## config.mk

```make
export PLATFORM = sky130hd
export DESIGN_NAME = ofm_wmst_scheduler
export DESIGN_NICKNAME = d
export VERILOG_FILES = /design/src/rtl/ofm_wmst_scheduler.sv
export SDC_FILE = /design/constraint.sdc
export NUM_CORES = 1
export LEC_CHECK = 0
export BUFFER_PORTS_ARGS = -buffer_cell sky130_fd_sc_hd__buf_2
export CAP_MARGIN = 10
export CORE_ASPECT_RATIO = 0.6
export CORE_MARGIN = 3
export CORE_UTILIZATION = 40
export DETAILED_ROUTE_END_ITERATION = 6
export HOLD_SLACK_MARGIN = 0.05
export PLACE_DENSITY = 0.65
export SLEW_MARGIN = 5
export SYNTH_ARGS = -nofsm -noshare
export SYNTH_HDL_FRONTEND = slang
export SYNTH_SLANG_ARGS = --single-unit
```

## constraint.sdc

```tcl
create_clock -name clk -period 27.6 [get_ports clk]
set_input_delay 2.76 -clock clk [delete_from_list [all_inputs] [get_ports clk]]
set_output_delay 2.76 -clock clk [all_outputs]
set_load 0.05 [all_outputs]
```

## src/rtl/ofm_wmst_scheduler.sv

```systemverilog
// ofm_wmst_scheduler: shares one AXI write master between two OFM flattener lanes.
// Round-robin arbitration, fill-level burst sizing, per-lane DDR word pointers.
//
// Ports:
//   clk, rst             clock, asynchronous active-high reset
//   start_conv           1-cycle pulse, loads cfg_* and begins scheduling (IDLE only)
//   cfg_base0/1 [63:0]   DDR byte base per requester
//   cfg_words0/1 [31:0]  total words to write per requester
//   req_cnt0/1           words currently queued in each requester FIFO
//   grant [1:0]          one-hot data-path select, held from ARB exit to wmst_done
//   wmst_req             1-cycle request pulse to the write master
//   wmst_addr [63:0]     burst byte address
//   wmst_xfer_size       burst length in bytes
//   wmst_done            1-cycle completion pulse from the write master
//   busy                 high in every state but IDLE
//   conv_done            1-cycle pulse once both requesters are fully written
//
// Optional build macro OFM_WMST_PERF_EN adds perf_xfers/perf_stall counters.

module ofm_wmst_scheduler #(
    parameter int WORD_BYTE = 64,
    parameter int MAX_BURST = 4,
    parameter int CNT_W     = 4
) (
    input  logic             clk,
    input  logic             rst,
    input  logic             start_conv,
    input  logic [63:0]      cfg_base0,
    input  logic [63:0]      cfg_base1,
    input  logic [31:0]      cfg_words0,
    input  logic [31:0]      cfg_words1,
    input  logic [CNT_W-1:0] req_cnt0,
    input  logic [CNT_W-1:0] req_cnt1,
    output logic [1:0]       grant,
    output logic             wmst_req,
    output logic [63:0]      wmst_addr,
    output logic [63:0]      wmst_xfer_size,
    input  logic             wmst_done,
    output logic             busy,
`ifdef OFM_WMST_PERF_EN
    output logic [31:0]      perf_xfers,
    output logic [31:0]      perf_stall,
`endif
    output logic             conv_done
);

    typedef enum logic [2:0] {
        S_IDLE,
        S_ARB,
        S_REQ,
        S_WAIT,
        S_FIN
    } state_t;

    state_t      state_q, state_d;
    logic [63:0] base0_q, base0_d;
    logic [63:0] base1_q, base1_d;
    logic [31:0] rem0_q, rem0_d;
    logic [31:0] rem1_q, rem1_d;
    logic [31:0] ptr0_q, ptr0_d;
    logic [31:0] ptr1_q, ptr1_d;
    logic [31:0] len_q, len_d;
    logic [63:0] addr_q, addr_d;
    logic [1:0]  grant_q, grant_d;
    logic        rr_last_q, rr_last_d;
    logic        elig0, elig1, sel1;

`ifdef OFM_WMST_PERF_EN
    logic [31:0] perf_xfers_q, perf_xfers_d;
    logic [31:0] perf_stall_q, perf_stall_d;
`endif

    // Burst is capped by FIFO fill, MAX_BURST and the words still owed.
    function automatic logic [31:0] burst_len(
        input logic [CNT_W-1:0] cnt,
        input logic [31:0]      rem
    );
        logic [31:0] l;
        l = 32'(cnt);
        if (l > 32'(MAX_BURST)) l = 32'(MAX_BURST);
        if (l > rem) l = rem;
        return l;
    endfunction

    function automatic logic [63:0] word_addr(
        input logic [63:0] base,
        input logic [31:0] ptr
    );
        return base + {32'b0, ptr} * 64'(WORD_BYTE);
    endfunction

    assign elig0 = (req_cnt0 != '0) && (rem0_q != '0);
    assign elig1 = (req_cnt1 != '0) && (rem1_q != '0);

    always_comb begin
        state_d   = state_q;
        base0_d   = base0_q;
        base1_d   = base1_q;
        rem0_d    = rem0_q;
        rem1_d    = rem1_q;
        ptr0_d    = ptr0_q;
        ptr1_d    = ptr1_q;
        len_d     = len_q;
        addr_d    = addr_q;
        grant_d   = grant_q;
        rr_last_d = rr_last_q;
        sel1      = 1'b0;
`ifdef OFM_WMST_PERF_EN
        perf_xfers_d = perf_xfers_q;
        perf_stall_d = perf_stall_q;
`endif
        unique case (state_q)
            S_IDLE: begin
                if (start_conv) begin
                    base0_d = cfg_base0;
                    base1_d = cfg_base1;
                    rem0_d  = cfg_words0;
                    rem1_d  = cfg_words1;
                    ptr0_d  = '0;
                    ptr1_d  = '0;
`ifdef OFM_WMST_PERF_EN
                    perf_xfers_d = '0;
                    perf_stall_d = '0;
`endif
                    if (cfg_words0 == '0 && cfg_words1 == '0)
                        state_d = S_FIN;
                    else
                        state_d = S_ARB;
                end
            end
            S_ARB: begin
                if (elig0 || elig1) begin
                    // On a tie, favour whoever was not served last.
                    sel1 = (elig0 && elig1) ? !rr_last_q : elig1;
                    if (sel1) begin
                        len_d   = burst_len(req_cnt1, rem1_q);
                        addr_d  = word_addr(base1_q, ptr1_q);
                        grant_d = 2'b10;
                    end else begin
                        len_d   = burst_len(req_cnt0, rem0_q);
                        addr_d  = word_addr(base0_q, ptr0_q);
                        grant_d = 2'b01;
                    end
                    rr_last_d = sel1;
                    state_d   = S_REQ;
                end else begin
`ifdef OFM_WMST_PERF_EN
                    if (perf_stall_q != '1)
                        perf_stall_d = perf_stall_q + 32'd1;
`endif
                end
            end
            S_REQ: begin
`ifdef OFM_WMST_PERF_EN
                if (perf_xfers_q != '1)
                    perf_xfers_d = perf_xfers_q + 32'd1;
`endif
                state_d = S_WAIT;
            end
            S_WAIT: begin
                if (wmst_done) begin
                    grant_d = 2'b00;
                    if (grant_q[1]) begin
                        rem1_d = rem1_q - len_q;
                        ptr1_d = ptr1_q + len_q;
                    end else begin
                        rem0_d = rem0_q - len_q;
                        ptr0_d = ptr0_q + len_q;
                    end
                    if (rem0_d == '0 && rem1_d == '0)
                        state_d = S_FIN;
                    else
                        state_d = S_ARB;
                end
            end
            S_FIN: begin
                state_d = S_IDLE;
            end
            default: begin
                state_d = S_IDLE;
            end
        endcase
    end

    always_ff @(posedge clk or posedge rst) begin
        if (rst) begin
            state_q   <= S_IDLE;
            base0_q   <= '0;
            base1_q   <= '0;
            rem0_q    <= '0;
            rem1_q    <= '0;
            ptr0_q    <= '0;
            ptr1_q    <= '0;
            len_q     <= '0;
            addr_q    <= '0;
            grant_q   <= '0;
            rr_last_q <= 1'b1;
`ifdef OFM_WMST_PERF_EN
            perf_xfers_q <= '0;
            perf_stall_q <= '0;
`endif
        end else begin
            state_q   <= state_d;
            base0_q   <= base0_d;
            base1_q   <= base1_d;
            rem0_q    <= rem0_d;
            rem1_q    <= rem1_d;
            ptr0_q    <= ptr0_d;
            ptr1_q    <= ptr1_d;
            len_q     <= len_d;
            addr_q    <= addr_d;
            grant_q   <= grant_d;
            rr_last_q <= rr_last_d;
`ifdef OFM_WMST_PERF_EN
            perf_xfers_q <= perf_xfers_d;
            perf_stall_q <= perf_stall_d;
`endif
        end
    end

    assign grant          = grant_q;
    assign wmst_req       = (state_q == S_REQ);
    assign wmst_addr      = addr_q;
    assign wmst_xfer_size = {32'b0, len_q} * 64'(WORD_BYTE);
    assign busy           = (state_q != S_IDLE);
    assign conv_done      = (state_q == S_FIN);

`ifdef OFM_WMST_PERF_EN
    assign perf_xfers = perf_xfers_q;
    assign perf_stall = perf_stall_q;
`endif

endmodule

```

# After elaboration in Yosys (flattened, before gate mapping)
# Cells that the tools add are included.
[totals] output_inout_bits=133 wordCells=98 inputBits=204 register_bits=358
[op_classes] n_mux=42 n_lt_le_gt_ge=4 eq_ne=9 reduce_logical=26 addsub=6
[ops] cell="two-way mux 32 bit" count=24
[ops] cell="case mux 32 bit (2 select lines)" count=4
[ops] cell="adder 64 x 38 -> 64 bit" count=2
[ops] cell="zero test 32 bit" count=4
[ops] cell="adder 32 bit" count=2
[ops] cell="greater-than comparator 32 bit" count=2
[ops] cell="two-way mux 64 bit" count=1
[ops] cell="nonzero test 32 bit" count=2
[ops] cell="subtractor 32 bit" count=2
[ops] cell="two-way mux 3 bit" count=5
[ops] cell="case mux 3 bit (4 select lines)" count=1
[ops] cell="inequality test 2 bit, second input constant" count=5
[ops] cell="AND reduction 3 bit" count=3
[ops] cell="greater-than comparator 4 x 3 -> 1 bit, second input constant" count=2
[ops] cell="two-way mux 4 bit" count=2
[ops] cell="AND reduction 4 bit" count=2
[ops] cell="nonzero test 4 bit" count=2
[ops] cell="equality test 3 x 2 -> 1 bit, second input constant" count=2
[ops] cell="two-way mux 2 bit" count=3
[ops] cell="logical AND 1 bit" count=5
[ops] cell="case mux 2 bit (2 select lines)" count=1
[ops] cell="AND reduction 2 bit" count=2
[ops] cell="nonzero test 2 bit" count=2
[ops] cell="equality test 3 x 1 -> 1 bit, second input constant" count=1
[ops] cell="6 further kinds" count=6

# Logic depth before layout (Yosys ltp)
[logic_depth] ltp_word=10 mapped_depth=15 ltp_nobuf=14

# Worst setup path after synthesis
# No wires, ideal clock.
[synth_timing] path_type="input to register" start="input req_cnt0[2]" end="register len_q[2]" slack_ns=22.946 cell_stages=10 arrival_time_ns=4.522 cell_sequence="nor2_1 > and2_1 > ha_1 > nor2b_1 > o21a_1 > o21a_1 > o211ai_1 > a21oi_1 > a211oi_1 > a21oi_1"
[synth_via] elab_chain_cells=8 word_cells_on_any_way=14
[synth_lines] item="start: declaration" line="32" source="input logic [CNT_W-1:0] req_cnt0,"
[synth_lines] item="greater-than comparator 4 x 3 -> 1 bit" line="80" source="if (l > 32'(MAX_BURST)) l = 32'(MAX_BURST);"
[synth_lines] item="two-way mux 4 bit" line="80"
[synth_lines] item="two-way mux 32 bit" line="135" source="if (sel1) begin"
[synth_lines] item="two-way mux 32 bit" line="132" source="if (elig0 || elig1) begin"
[synth_lines] item="two-way mux 32 bit" line="112" source="unique case (state_q)"
[synth_lines] item="greater-than comparator 32 bit" line="81" source="if (l > rem) l = rem;"
[synth_lines] item="two-way mux 32 bit" line="81"
[synth_lines] item="two-way mux 32 bit" line="135"
[synth_lines] item="end signal: assignment" line="210" source="len_q <= len_d;"
[synth_lines] item="end: declaration" line="62" source="logic [31:0] len_q, len_d;"
# Parallel ways exist; a longest one is shown, timed or not. The select of a mux whose other input is x is not followed.
# A chain may end at the register's enable or synchronous reset.

# Worst setup path after layout
[layout_timing] start="input req_cnt1[2]" end="register addr_q[54] (netlist: wmst_addr[54])"
[layout_via] elab_chain_cells=5 word_cells_on_any_way=7
[layout_lines] item="start: declaration" line="33" source="input logic [CNT_W-1:0] req_cnt1,"
[layout_lines] item="nonzero test 4 bit *" line="93" source="assign elig1 = (req_cnt1 != '0) && (rem1_q != '0);"
[layout_lines] item="logical AND 1 bit *" line="93"
[layout_lines] item="logical AND 1 bit" line="134" source="sel1 = (elig0 && elig1) ? !rr_last_q : elig1;"
[layout_lines] item="two-way mux 1 bit" line="134"
[layout_lines] item="two-way mux 64 bit" line="135"
[layout_lines] item="end signal: assignment" line="211" source="addr_q <= addr_d;"
[layout_lines] item="end: declaration" line="63" source="logic [63:0] addr_q, addr_d;"
# Mark *: on every way between the ends. The rest lies on a longest branch, timed or not.

==> results.txt <==
Status -> finished clean
Crit path from -> req_cnt1[2]
Crit path cell chain -> buf_2 > nor2_1 > inv_1 > o31ai_1 > and2_1 > or3_2 > buf_4 > nor2_1 > and3_1 > a211oi_1 > o21ai_0
WP data required -> 28.04 ns
Max H-tree Level -> 2
Worst Setup End Kind -> flop
Cts bufs inserted -> 39
Share of layout cells above drive strength 1 -> 12.4%
First-pass GRT wire length -> 141 mm
Kind of critical path -> in2reg
Crit path arrival time -> 6.07 ns
Core area -> 64700 µm²
RSZ-0062 raised after global routing -> no
Later-pin clock latency in the skew report -> 0.59 ns
Tmin final -> 5.63 ns
Slew headroom -> 32.0%
DIE AREA -> 68800 µm²
Predominant post-synthesis flop cell -> dfrtp_1
Initial Utilization -> 40.6%
Lkg Pwr -> 14.3 nW
Postcts setup bufs -> 0
Max clock buf depth -> 3
Power Dens Cells -> 111 nW/µm²
Via density -> 5.71
Commonest non-fill, non-tap cell in the layout -> nand2_1
Post-DP HPWL -> 71.5 mm
Yosys top cell area share -> 34.0%
Worst-Margin Slew -> 1.02 ns
Final wirelength -> 93.4 mm
Synthesized area -> 26200 µm²
Initial antenna violation count -> 3
Asr flop ratio synth -> 100%
Clock slew at reported path FFs -> 0.07 ns
FF+latch count, synth -> 358
I/O pins -> 337
Wire length per cell -> 21.3 µm
F_max -> 0.178 GHz
Row count -> 72
Number of synthesis warnings -> 0
Seq/Total Area, Yosys -> 34.1%
CTS Sinks -> 358
Slowest stage delay, CP -> 0.67 ns
Clock Skew -> 0.0235 ns
Syn-to-layout area delta -> 13.7%
Clk root buf -> clkbuf_16
Area leader, netlist -> dfrtp_1
Reg-to-Reg End -> state_q[2]$_DFFE_PP0P_
Hold-critical path depth -> 2
Hold violation count in the final report -> 0
Final Net Count -> 3919
Final Setup Violations -> 0
Fin crit share -> 20.4%
Syn_area_per_cell -> 8.01 µm²
Fill cells -> 6410
Number of synthesized flops with an enable pin -> 0
VDD IR max -> 0.0748 mV
Hold Startpoint -> wmst_addr[11]$_DFFE_PP0P_
Gate Count Post-Synth -> 3276
Hold crit path type -> reg2reg
Vias in the first global route -> 23.2k
Yosys cell types -> 92
Crit path launch type -> input pin
Number of DRC markers in iteration 0 -> 2815
Most frequent CP cell -> nor2_1
Top post-synthesis cells by area -> dfrtp_1, nand2_1, ha_1
Final ANT Viol Nets -> 0
Hold Path Sink -> wmst_addr[11]$_DFFE_PP0P_
Max-cap viol count -> 0
All-Layer GR Usage -> 26.5%
Gr ovfl total -> 0
TritonRoute pass-1 iters -> 6
Final hold slack -> 0.478 ns
Worst Path Max Fanout -> 77
RR Startpoint -> len_q[1]$_DFFE_PP0P_
Worst reg2reg setup slack -> 22.47 ns
Largest net degree at the start of global routing -> 119
Slew Limit Fails -> 0
Most frequent cells in the layout -> nand2_1, dfrtp_1, buf_2
Port bufs -> 304
Vias -> 25.1k
CTS tree -> yes
Cells resized by post-CTS repair -> 0
Setup TNS -> 0 ns
Die width -> 337 µm
CTS Hold Bufs -> 0
# DRC -> 0
Die Span Y -> 204 µm
GPL Wtd Cong -> 0.990
Reg2Reg Depth -> 13
Crit-path slowest cell -> buf_4
-- cell usage after synthesis, types with 31 or more instances --
master / instances
nand2_1: 698
dfrtp_1: 357
nor2_1: 251
a21oi_1: 228
o21ai_0: 225
ha_1: 196
clkbuf_1: 119
xor2_1: 96
xnor2_1: 90
inv_1: 87
nand3_1: 72
a21o_1: 65
a211oi_1: 45
a31oi_1: 43
o21a_1: 42
nand4_1: 39
and3_1: 38
nor3_1: 38
nor4_1: 37
nand2b_1: 34
nor2b_1: 33
buf_4: 32
o22ai_1: 31
-- through the flow --
step / std cells / utilization (%) / setup WS (ns) / power (mW) / instance area, µm²
CTS: 4393 / 46.1 / 22.12 / 3.27 / 29800
finish: 4394 / 46.1 / 21.97 / 3.31 / 29800
detailed placement: 4323 / 44.0 / 21.48 / 2.68 / 28500
floorplan: 3309 / - / 14.91 / 2.14 / 26400
global placement: 4323 / 44.0 / 21.49 / 2.67 / 28500
global route: 4393 / 46.1 / 21.69 / 3.53 / 29800
-- routing by layer --
metal	vias up	wire, µm	track usage [%]
li1	12100	-	-
met1	11900	44700	39.9
met2	957	37500	37.1
met3	113	9410	7.71
met4	2	1710	5.54
met5	-	13	0
-- final cells by class --
cell class,count,area (µm²),share of cell area (%)
Antenna cell,1,2.50,0.00839
Clock buffer,58,1200,4.02
Clock inverter,12,161,0.541
Inverter,88,338,1.13
Multi-Input combinational cell,2693,16400,54.9
Sequential cell,358,8960,30.0
Tap cell,851,1060,3.57
Timing Repair Buffer,333,1740,5.83
-- flip-flops by register name, indices dropped and copies added, names as in the netlist, 2 cells and up --
name	flops
wmst_addr	64
grant	2
state_q	3
rem1_q	32
len_q	32
base0_q	64
base1_q	64
ptr1_q	32
rem0_q	32
ptr0_q	32
-- critical path, delay by kind of cell --
family | cells | cell delay (ns)
buf+inv | 3 | 0.87
compound gates | 3 | 0.93
simple gates | 5 | 1.42
-- logic make-up after synthesis --
logic type | after synthesis | synth area share [%]
xor+xnor | 186 | 6.21
other cells | 1 | 0.0143
fa+ha+maj | 202 | 9.80
simple gates | 1343 | 22.9
flops | 358 | 34.1
compound gates | 905 | 21.9
buf+inv | 258 | 4.17
mux | 23 | 0.887
-- where the power goes --
group          total, mW  leakage (nW)  internal [mW]  switching (mW)
Clock              0.573         0.675          0.330           0.243
Sequential         0.942          4.55          0.713           0.229
Combinational       1.79          9.03          0.594            1.20
Total               3.31          14.3           1.64            1.67
-- how the worst max path moves through the flow --
stage / depth (start not counted) / end / slack, ns
after floorplan: 1 / base0_q[0]$_DFFE_PP0P_ / 14.91
after global placement: 11 / wmst_addr[54]$_DFFE_PP0P_ / 21.49
after detailed placement: 11 / wmst_addr[54]$_DFFE_PP0P_ / 21.48
after CTS: 11 / wmst_addr[54]$_DFFE_PP0P_ / 22.12
after global routing: 11 / wmst_addr[54]$_DFFE_PP0P_ / 21.69
final: 11 / wmst_addr[54]$_DFFE_PP0P_ / 21.97
(Power assumes the default switching activity.)
